===== config.mk =====
export PLATFORM = sky130hd
export DESIGN_NAME = toy_uart_tx
export DESIGN_NICKNAME = d
export VERILOG_FILES = /design/src/rtl/toy_uart_tx.sv
export SDC_FILE = /design/constraint.sdc
export NUM_CORES = 1
export LEC_CHECK = 0
export BUFFER_PORTS_ARGS = -buffer_cell sky130_fd_sc_hd__buf_2
export CORE_MARGIN = 10
export CORE_UTILIZATION = 40
export CTS_CLUSTER_SIZE = 25
export DETAILED_ROUTE_END_ITERATION = 10
export GPL_TIMING_DRIVEN = 0
export PLACE_DENSITY = 0.61
export REMOVE_ABC_BUFFERS = 1
export SLEW_MARGIN = 20
export SYNTH_ARGS = -nofsm -noshare
export SYNTH_HDL_FRONTEND = slang
export SYNTH_SLANG_ARGS = --single-unit

===== constraint.sdc =====
create_clock -name clk -period 3 [get_ports clk]
set_input_delay 0.3 -clock clk [delete_from_list [all_inputs] [get_ports clk]]
set_output_delay 0.3 -clock clk [all_outputs]
set_load 0.02 [all_outputs]

===== src/rtl/toy_uart_tx.sv =====
// Memory-mapped 8N1 UART transmitter: a TX FIFO feeds a start/data/stop serializer.
// Registers: TXDATA push, STATUS (full/empty/busy/overflow/count), BAUD_DIV.
module toy_uart_tx #(
  parameter int unsigned FIFO_DEPTH   = 8,
  parameter logic [15:0] BAUD_DIV_RST = 16'd867
) (
  input  logic        clk,
  input  logic        rst_n,
  input  logic        en,
  input  logic [9:0]  addr,
  output logic [31:0] rd_data,
  input  logic [31:0] wr_data,
  input  logic [3:0]  wr_byte_en,
  input  logic        wr_en,
  output logic        txd,
  output logic        tx_idle
);

  localparam int unsigned AW = $clog2(FIFO_DEPTH);
  localparam int unsigned CW = AW + 1;

  localparam logic [1:0] REG_TXDATA = 2'd0;
  localparam logic [1:0] REG_STATUS = 2'd1;
  localparam logic [1:0] REG_BAUD   = 2'd2;

  typedef enum logic [1:0] {
    S_IDLE  = 2'd0,
    S_START = 2'd1,
    S_DATA  = 2'd2,
    S_STOP  = 2'd3
  } state_t;

  // FIFO storage and bookkeeping
  logic [7:0]    r_mem [FIFO_DEPTH];
  logic [AW-1:0] r_wr_ptr;
  logic [AW-1:0] r_rd_ptr;
  logic [CW-1:0] r_count;
  logic          r_ovf;
  logic [15:0]   r_baud;
  logic [31:0]   r_rd_data;
  logic          r_tx_idle;

  // Serializer
  state_t        r_state;
  logic [15:0]   r_baud_cnt;
  logic [15:0]   r_frame_div;
  logic [7:0]    r_shift;
  logic [2:0]    r_bit_idx;
  logic          r_txd;

  logic [1:0]    w_sel;
  logic          w_wr;
  logic          w_rd;
  logic          w_push_req;
  logic          w_full;
  logic          w_empty;
  logic          w_push;
  logic          w_pop;
  logic          w_baud_done;
  logic          w_idle_nxt;
  logic [CW-1:0] w_count_nxt;
  logic [7:0]    w_head;
  logic [3:0]    w_cnt_sat;
  logic [31:0]   w_status;
  logic [31:0]   w_rd_val;
  logic          w_unused;

  assign w_sel       = addr[3:2];
  assign w_wr        = en & wr_en;
  assign w_rd        = en & ~wr_en;
  assign w_push_req  = w_wr && (w_sel == REG_TXDATA) && wr_byte_en[0];
  assign w_full      = (r_count == CW'(FIFO_DEPTH));
  assign w_empty     = (r_count == '0);
  assign w_push      = w_push_req & ~w_full;
  assign w_baud_done = (r_baud_cnt == r_frame_div);
  assign w_head      = r_mem[r_rd_ptr];

  // Pop on IDLE with data, or at the end of STOP for a gapless next frame
  assign w_pop = ~w_empty &&
                 ((r_state == S_IDLE) || ((r_state == S_STOP) && w_baud_done));

  assign w_idle_nxt = w_empty &&
                      ((r_state == S_IDLE) || ((r_state == S_STOP) && w_baud_done));

  assign w_unused = ^{addr[9:4], addr[1:0], wr_data[31:16], wr_byte_en[3:2]};

  always_comb begin
    w_count_nxt = r_count;
    case ({w_push, w_pop})
      2'b10:   w_count_nxt = r_count + CW'(1);
      2'b01:   w_count_nxt = r_count - CW'(1);
      default: w_count_nxt = r_count;
    endcase
  end

  always_comb begin
    w_cnt_sat = 4'(r_count);
    if (32'(r_count) > 32'd15) begin
      w_cnt_sat = 4'd15;
    end
  end

  assign w_status = {24'd0, w_cnt_sat, r_ovf, (r_state != S_IDLE), w_empty, w_full};

  always_comb begin
    w_rd_val = 32'd0;
    case (w_sel)
      REG_STATUS: w_rd_val = w_status;
      REG_BAUD:   w_rd_val = {16'd0, r_baud};
      default:    w_rd_val = 32'd0;
    endcase
  end

  // FIFO data array needs no reset; validity is tracked by the pointers
  always_ff @(posedge clk) begin
    if (w_push) begin
      r_mem[r_wr_ptr] <= wr_data[7:0];
    end
  end

  // Bus-side registers, FIFO pointers and status
  always_ff @(posedge clk or negedge rst_n) begin
    if (!rst_n) begin
      r_wr_ptr  <= '0;
      r_rd_ptr  <= '0;
      r_count   <= '0;
      r_ovf     <= 1'b0;
      r_baud    <= BAUD_DIV_RST;
      r_rd_data <= 32'd0;
      r_tx_idle <= 1'b1;
    end else begin
      if (w_push) begin
        r_wr_ptr <= r_wr_ptr + AW'(1);
      end
      if (w_pop) begin
        r_rd_ptr <= r_rd_ptr + AW'(1);
      end
      r_count   <= w_count_nxt;
      r_tx_idle <= w_idle_nxt && (w_count_nxt == '0);
      if (w_push_req && w_full) begin
        r_ovf <= 1'b1;
      end else if (w_wr && (w_sel == REG_STATUS) && wr_byte_en[0] && wr_data[3]) begin
        r_ovf <= 1'b0;
      end
      if (w_wr && (w_sel == REG_BAUD)) begin
        if (wr_byte_en[0]) r_baud[7:0]  <= wr_data[7:0];
        if (wr_byte_en[1]) r_baud[15:8] <= wr_data[15:8];
      end
      if (w_rd) begin
        r_rd_data <= w_rd_val;
      end
    end
  end

  // TX frame FSM; the divider is latched per frame so BAUD_DIV writes apply next frame
  always_ff @(posedge clk or negedge rst_n) begin
    if (!rst_n) begin
      r_state     <= S_IDLE;
      r_txd       <= 1'b1;
      r_baud_cnt  <= 16'd0;
      r_frame_div <= 16'd0;
      r_shift     <= 8'd0;
      r_bit_idx   <= 3'd0;
    end else begin
      case (r_state)
        S_IDLE: begin
          if (w_pop) begin
            r_shift     <= w_head;
            r_frame_div <= r_baud;
            r_baud_cnt  <= 16'd0;
            r_txd       <= 1'b0;
            r_state     <= S_START;
          end
        end
        S_START: begin
          if (w_baud_done) begin
            r_baud_cnt <= 16'd0;
            r_bit_idx  <= 3'd0;
            r_txd      <= r_shift[0];
            r_state    <= S_DATA;
          end else begin
            r_baud_cnt <= r_baud_cnt + 16'd1;
          end
        end
        S_DATA: begin
          if (w_baud_done) begin
            r_baud_cnt <= 16'd0;
            if (r_bit_idx == 3'd7) begin
              r_txd   <= 1'b1;
              r_state <= S_STOP;
            end else begin
              r_shift   <= r_shift >> 1;
              r_txd     <= r_shift[1];
              r_bit_idx <= r_bit_idx + 3'd1;
            end
          end else begin
            r_baud_cnt <= r_baud_cnt + 16'd1;
          end
        end
        S_STOP: begin
          if (w_baud_done) begin
            r_baud_cnt <= 16'd0;
            if (w_pop) begin
              r_shift     <= w_head;
              r_frame_div <= r_baud;
              r_txd       <= 1'b0;
              r_state     <= S_START;
            end else begin
              r_txd   <= 1'b1;
              r_state <= S_IDLE;
            end
          end else begin
            r_baud_cnt <= r_baud_cnt + 16'd1;
          end
        end
        default: begin
          r_txd   <= 1'b1;
          r_state <= S_IDLE;
        end
      endcase
    end
  end

  assign txd     = r_txd;
  assign tx_idle = r_tx_idle;
  assign rd_data = r_rd_data;

endmodule


==> metrics.cfg, run 1 <==
[power]
pwr-share-clk=0.286
power.density_nw_per_um2=924
internal_power_mw=5.01
power.net_switching_mw=2.47
power_mw=7.48
p_comb_frac=0.300
p_leak_nw=3.23
p_seq_frac=0.415
p_sw_frac=0.331
ir_drop_mv=0.487

[routing]
vias_per_cell=5.35
drc=0
wl_per_cell_um=18.4
wl_um=14900
initialDrtViolationCount=357
vias=4323
drtAntennaViolNets=0
dr.pass1.iters=5

[final_layout]
drive_gt1_frac=0.264
nets=636
design_area_um2=8090
area_growth_pct=13.8
final_cells=808
antennaDiodeCount=0

[sta]
fin_crit_sh=0.936
clock_skew_ns=0.0139
rsz0062_at_grt=no
tns_ns=0
relSlewSlack=0.370
slew_viol_final=0
max_freq_ghz=0.356
hold_slack_ns=0.114
max_slew.worst_pin.slew_ns=0.942
finalHoldViolations=0
min_period_ns=2.81
setup_viol=0

[clocking]
clk_path_buf_depth=2
cts_buffers=17
cts.sinks=154
cts_tree=done
clock_latency_ns=0.42
ctsRootBufferMaster=clkbuf_16
htree_levels=4
cts.clk_slew.worst_paths_ns=0.07

[floorplanning]
rows=48
initial_core_util=0.410
fp.coreArea_um2=17400
ios=84
dieArea_um2=23500
fp.dieH_um=153
fp.dieW_um=153

[logic_synthesis]
synth_area_leader_cell=dfrtp_1
synth_cell_type_count=60
synth_area_leaders=dfrtp_1, edfxtp_1, mux4_2, mux2_2, nand2_1
ys_top_cells_by_count=dfrtp_1, edfxtp_1, nand2_1
ys_warn_count=0
synth_edf_count=64
syn_area_per_cell_um2=13.5
netlist_instances=528
synth.cell_area_um2=7110
yosysMostFrequentCell=dfrtp_1
synth_flop_cell=dfrtp_1
ys_ff_latch=154
ys_seq_area_frac=0.588
synthArstFlopShare=0.584
synth_top_cell_area_share=0.289

[grt]
track_usage=0.129
antenna_found_initial=0
grt_max_degree=54
grt_first_pass_wirelength_um=24400
grt_pass1_vias=4507
overflow=0

[critical_path]
cp.required_ns=3.33
crit_arrival_ns=3.14
slowest_delay_ns=0.44
crit_path_frequent_cell=ha_1
cp_top_family=simple AND/OR/NAND/NOR gates
critPathCaptureType=flip-flop
path_class=flip-flop to flip-flop
crit_chain=xnor2_1 -> and4_1 -> nand4_4 -> o22ai_4 -> ha_1 -> xor2_1 -> ha_1 -> mux2_2 -> nor4_1
start_kind=flip-flop
path_buf_inv=0
cpMaxStageDelayCell=dfrtp_1
cp_max_fo=6

[place]
gp_congestion=0.812
portBuffers=41
dp_hpwl_um=10400
place_area_um2=7460
dp_cells=774

[hold_path]
hold_path.class=input port to flip-flop

[outcome]
status=finished clean

[job]
cap_violations=0

==> power groups by stage <==
| stage | Sequential [mW] | Clock (mW) | Combinational (mW) |
|---|---|---|---|
| after floorplan | 3.00 | 0 | 1.72 |
| after global placement | 3.11 | 0 | 2.10 |
| after detailed placement | 3.14 | 0 | 2.22 |
| after CTS | 3.10 | 2.18 | 2.25 |
| after global routing | 3.17 | 2.27 | 2.47 |
| final | 3.10 | 2.14 | 2.24 |
==> layout by cell type (no fill, tap or decap), types with 3 or more instances in the layout <==
master / instances
dfrtp_1: 81
edfxtp_1: 64
nand2_1: 63
buf_2: 41
o21ai_0: 37
mux2_2: 26
xnor2_1: 20
clkbuf_16: 19
nor2_1: 16
mux4_2: 16
ha_1: 16
conb_1: 16
inv_1: 15
xor2_1: 11
nand3_1: 11
mux2_4: 10
a22oi_1: 8
mux2i_1: 8
dfstp_2: 8
nand2b_1: 7
a22o_1: 6
a222oi_1: 6
and3_1: 5
nand4_1: 5
nor3_2: 4
a21oi_1: 4
o31ai_1: 4
and4_1: 3
inv_6: 3
clkinvlp_4: 3
clkinv_4: 3
buf_4: 3
==> area by class of cell <==
type                    count  area (µm²)
clock buffers              22         498
flip-flops and latches    154        4190
well taps                 225         282
inverters                  15        56.3
multi-input cells         336        2700
clock inverters            10         105
repair buffers             46         265
fillers                  1530        9270
==> through the flow <==
stage,utilization,worst slack (ns)
final,0.466,0.192
after global routing,0.466,0.00322
after CTS,0.466,0.0771
after detailed placement,0.430,-0.000461
after global placement,0.427,-0.951
after floorplan,-,0.0639
==> timing repair <==
action,in CTS,in global routing
resized for setup,0,1
endpoints found under the setup margin,1,2
endpoints found under the hold margin,36,0
hold buffers,1,0
pin swaps,1,0
setup buffers,1,0
==> path summary, 6_finish.rpt <==
check	endpoint	slack (ns)	start	cells after the start
max reg2reg	tx_idle	0.19	r_baud_cnt[10]	9
min in group asynchronous	rd_data[10]	0.42	rst_n	2
max	tx_idle	0.19	r_baud_cnt[10]	9
max in group asynchronous	r_baud[5]	1.89	rst_n	3
min reg2reg	rd_data[15]	0.48	rd_data[15]	2
min	r_baud[15]	0.11	wr_data[15]	2
==> sequential cells by signal, summed over array words and instances, names as in the netlist <==
| signal | flops |
|---|---|
| r_frame_div | 16 |
| r_rd_ptr | 3 |
| rd_data | 16 |
| r_count | 4 |
| r_wr_ptr | 3 |
| tx_idle | 1 |
| r_ovf | 1 |
| r_shift | 8 |
| r_bit_idx | 3 |
| r_baud | 16 |
| r_mem | 64 |
| txd | 1 |
| r_baud_cnt | 16 |
| r_state | 2 |
==> per-layer routing <==
metal / part of all wire / global-route usage / wire length [µm]
met3: 0.038 / 0.0323 / 559
met5: 0 / 0 / 0
met4: 0.011 / 0.0495 / 170
met2: 0.48 / 0.202 / 7150
met1: 0.47 / 0.167 / 6990
==> kinds of logic (layout without fill, tap and decap cells) <==
logic type                 count (synthesis)  in the layout  share of synthesized area
and+or+nand+nor                          129            129                     0.0926
AOI/OAI and AO/OA                         83             83                     0.0831
adders and majority gates                 16             16                     0.0282
xor gates and xnor gates                  31             31                     0.0382
buffers and inverters                     53             93                     0.0429
muxes                                     61             61                      0.126
other                                      1             16                   0.000527
DFF                                      154            154                      0.588
No activity file was read; power rests on OpenSTA's default activity.
==> run 2: changes to the inputs <==
- BUFFER_PORTS_ARGS: -buffer_cell sky130_fd_sc_hd__buf_2 -> -buffer_cell sky130_fd_sc_hd__buf_4
- SLEW_MARGIN: 20 -> not set
- clock period: 3 -> 3.1 ns (I/O delays scaled with it)
==> metrics.cfg, run 2 (synthesized netlist as in run 1, its figures left out) <==
[outcome]
status=finished clean

[grt]
grt_max_degree=91
grt_pass1_vias=4407
overflow=0
grt_first_pass_wirelength_um=23700
antenna_found_initial=0
track_usage=0.125

[final_layout]
area_growth_pct=14.9
final_cells=808
drive_gt1_frac=0.261
regMostFlops=r_mem
design_area_um2=8170
fillers=1512
nets=636
final_cell_mix=dfrtp_1, edfxtp_1, nand2_1
mostFrequentLayoutCell=dfrtp_1
antennaDiodeCount=0
final_core_util=0.471
largest_reg_flops=64

[place]
portBuffers=41
gp_congestion=0.804
place_area_um2=7530
dp_cells=772
pre_cts_ws_ns=0.108
dp_hpwl_um=10300

[critical_path]
rr_worst_depth=9
path_class=flip-flop to flip-flop
crit_path_frequent_cell=ha_1
crit_chain=xnor2_1 -> and4_1 -> nand4_4 -> o22ai_4 -> ha_1 -> xor2_1 -> ha_1 -> mux2_2 -> nor4_1
critPathCaptureType=flip-flop
ff2ff_setup_slack_ns=0.24
slowest_delay_ns=0.44
timing.rr.start=r_baud_cnt[10]
cpMaxStageDelayCell=dfrtp_1
crit_arrival_ns=3.18
cp.required_ns=3.42
r2r_end=tx_idle
cp_max_fo=6
start_kind=flip-flop

[routing]
wl_per_cell_um=18.2
vias_per_cell=5.26
drc=0
vias=4253
dr.pass1.iters=7
initialDrtViolationCount=385
wl_um=14700
drtAntennaViolNets=0

[sta]
setup_viol=0
rsz0062_at_grt=no
max_slew.worst_pin.slew_ns=1.12
min_period_ns=2.86
slew_viol_final=0
fin_crit_sh=0.923
finalHoldViolations=0
relSlewSlack=0.251
setup_slack_ns=0.237
max_freq_ghz=0.349
tns_ns=0
clock_skew_ns=0.00935
hold_slack_ns=0.112

[power]
ir_drop_mv=0.536
p_leak_nw=3.24
power.density_nw_per_um2=894
power_mw=7.30

[floorplanning]
initial_core_util=0.410
fp.coreArea_um2=17400
rows=48
fp.dieW_um=153
ios=84
dieArea_um2=23500
fp.dieH_um=153

[job]
cap_violations=0

[clocking]
clock_latency_ns=0.42
htree_levels=4
cts_buffers=17
ctsHoldBuffers=0
cts.sinks=154
cts.clk_slew.worst_paths_ns=0.06
ctsRootBufferMaster=clkbuf_16
cts_tree=done
clk_path_buf_depth=2

[hold_path]
hold_path.class=input port to asynchronous set/reset pin

==> run 2: cell count changes in the layout (fill, tap and decap cells not counted), moves of 2 or more <==
cell	delta
buf_4	+42
buf_2	-41
bufinv_16	+2
clkbuf_16	-2
==> run 2: per-layer routing <==
layer  GRT usage  part of all wire
met2       0.197              0.48
met1       0.164              0.47
met3      0.0317             0.035
met4      0.0432             0.012
met5           0                 0
==> run 2: worst max-delay path, delay by kind of cell, from the launching register on <==
family,cells,cell delay (ns)
muxes,1,0.27
and+or+nand+nor,3,0.79
AOI/OAI and AO/OA,1,0.24
DFF,1,0.44
xor gates and xnor gates,2,0.42
adders and majority gates,2,0.59
==> run 2: power by group <==
part	leakage [nW]	total [mW]	internal [mW]	switching, mW
Combinational	1.25	2.20	1.15	1.05
Clock	0.282	2.11	1.27	0.834
Sequential	1.70	3.00	2.50	0.496
Total	3.24	7.30	4.92	2.38
==> run 2: final cells by class <==
| cell class | instances | area [µm²] | share of cell area |
|---|---|---|---|
| clock buffers | 19 | 433 | 0.0530 |
| flip-flops and latches | 154 | 4180 | 0.512 |
| clock inverters | 13 | 166 | 0.0204 |
| repair buffers | 46 | 349 | 0.0427 |
| inverters | 15 | 56.3 | 0.00689 |
| well taps | 225 | 282 | 0.0345 |
| multi-input cells | 336 | 2700 | 0.330 |
==> run 2: worst max-delay path by stage <==
stage	end	slack (ns)	from	cells past startpoint
5_1_grt	tx_idle	0.04	r_baud_cnt[5]	9
4_1_cts	tx_idle	0.06	r_baud_cnt[11]	9
3_3_place_gp	txd	-0.86	r_baud_cnt[13]	6
3_5_place_dp	r_mem[0][4]	0.11	r_count[1]	4
2_1_floorplan	r_baud_cnt[4]	0.16	r_baud_cnt[5]	6
6_report	tx_idle	0.24	r_baud_cnt[10]	9
==> run 2: repair_timing <==
item | in CTS | in global routing
buffers inserted | 0 | 4
endpoints found under the setup margin | 0 | 2
gates resized for setup | 0 | 1
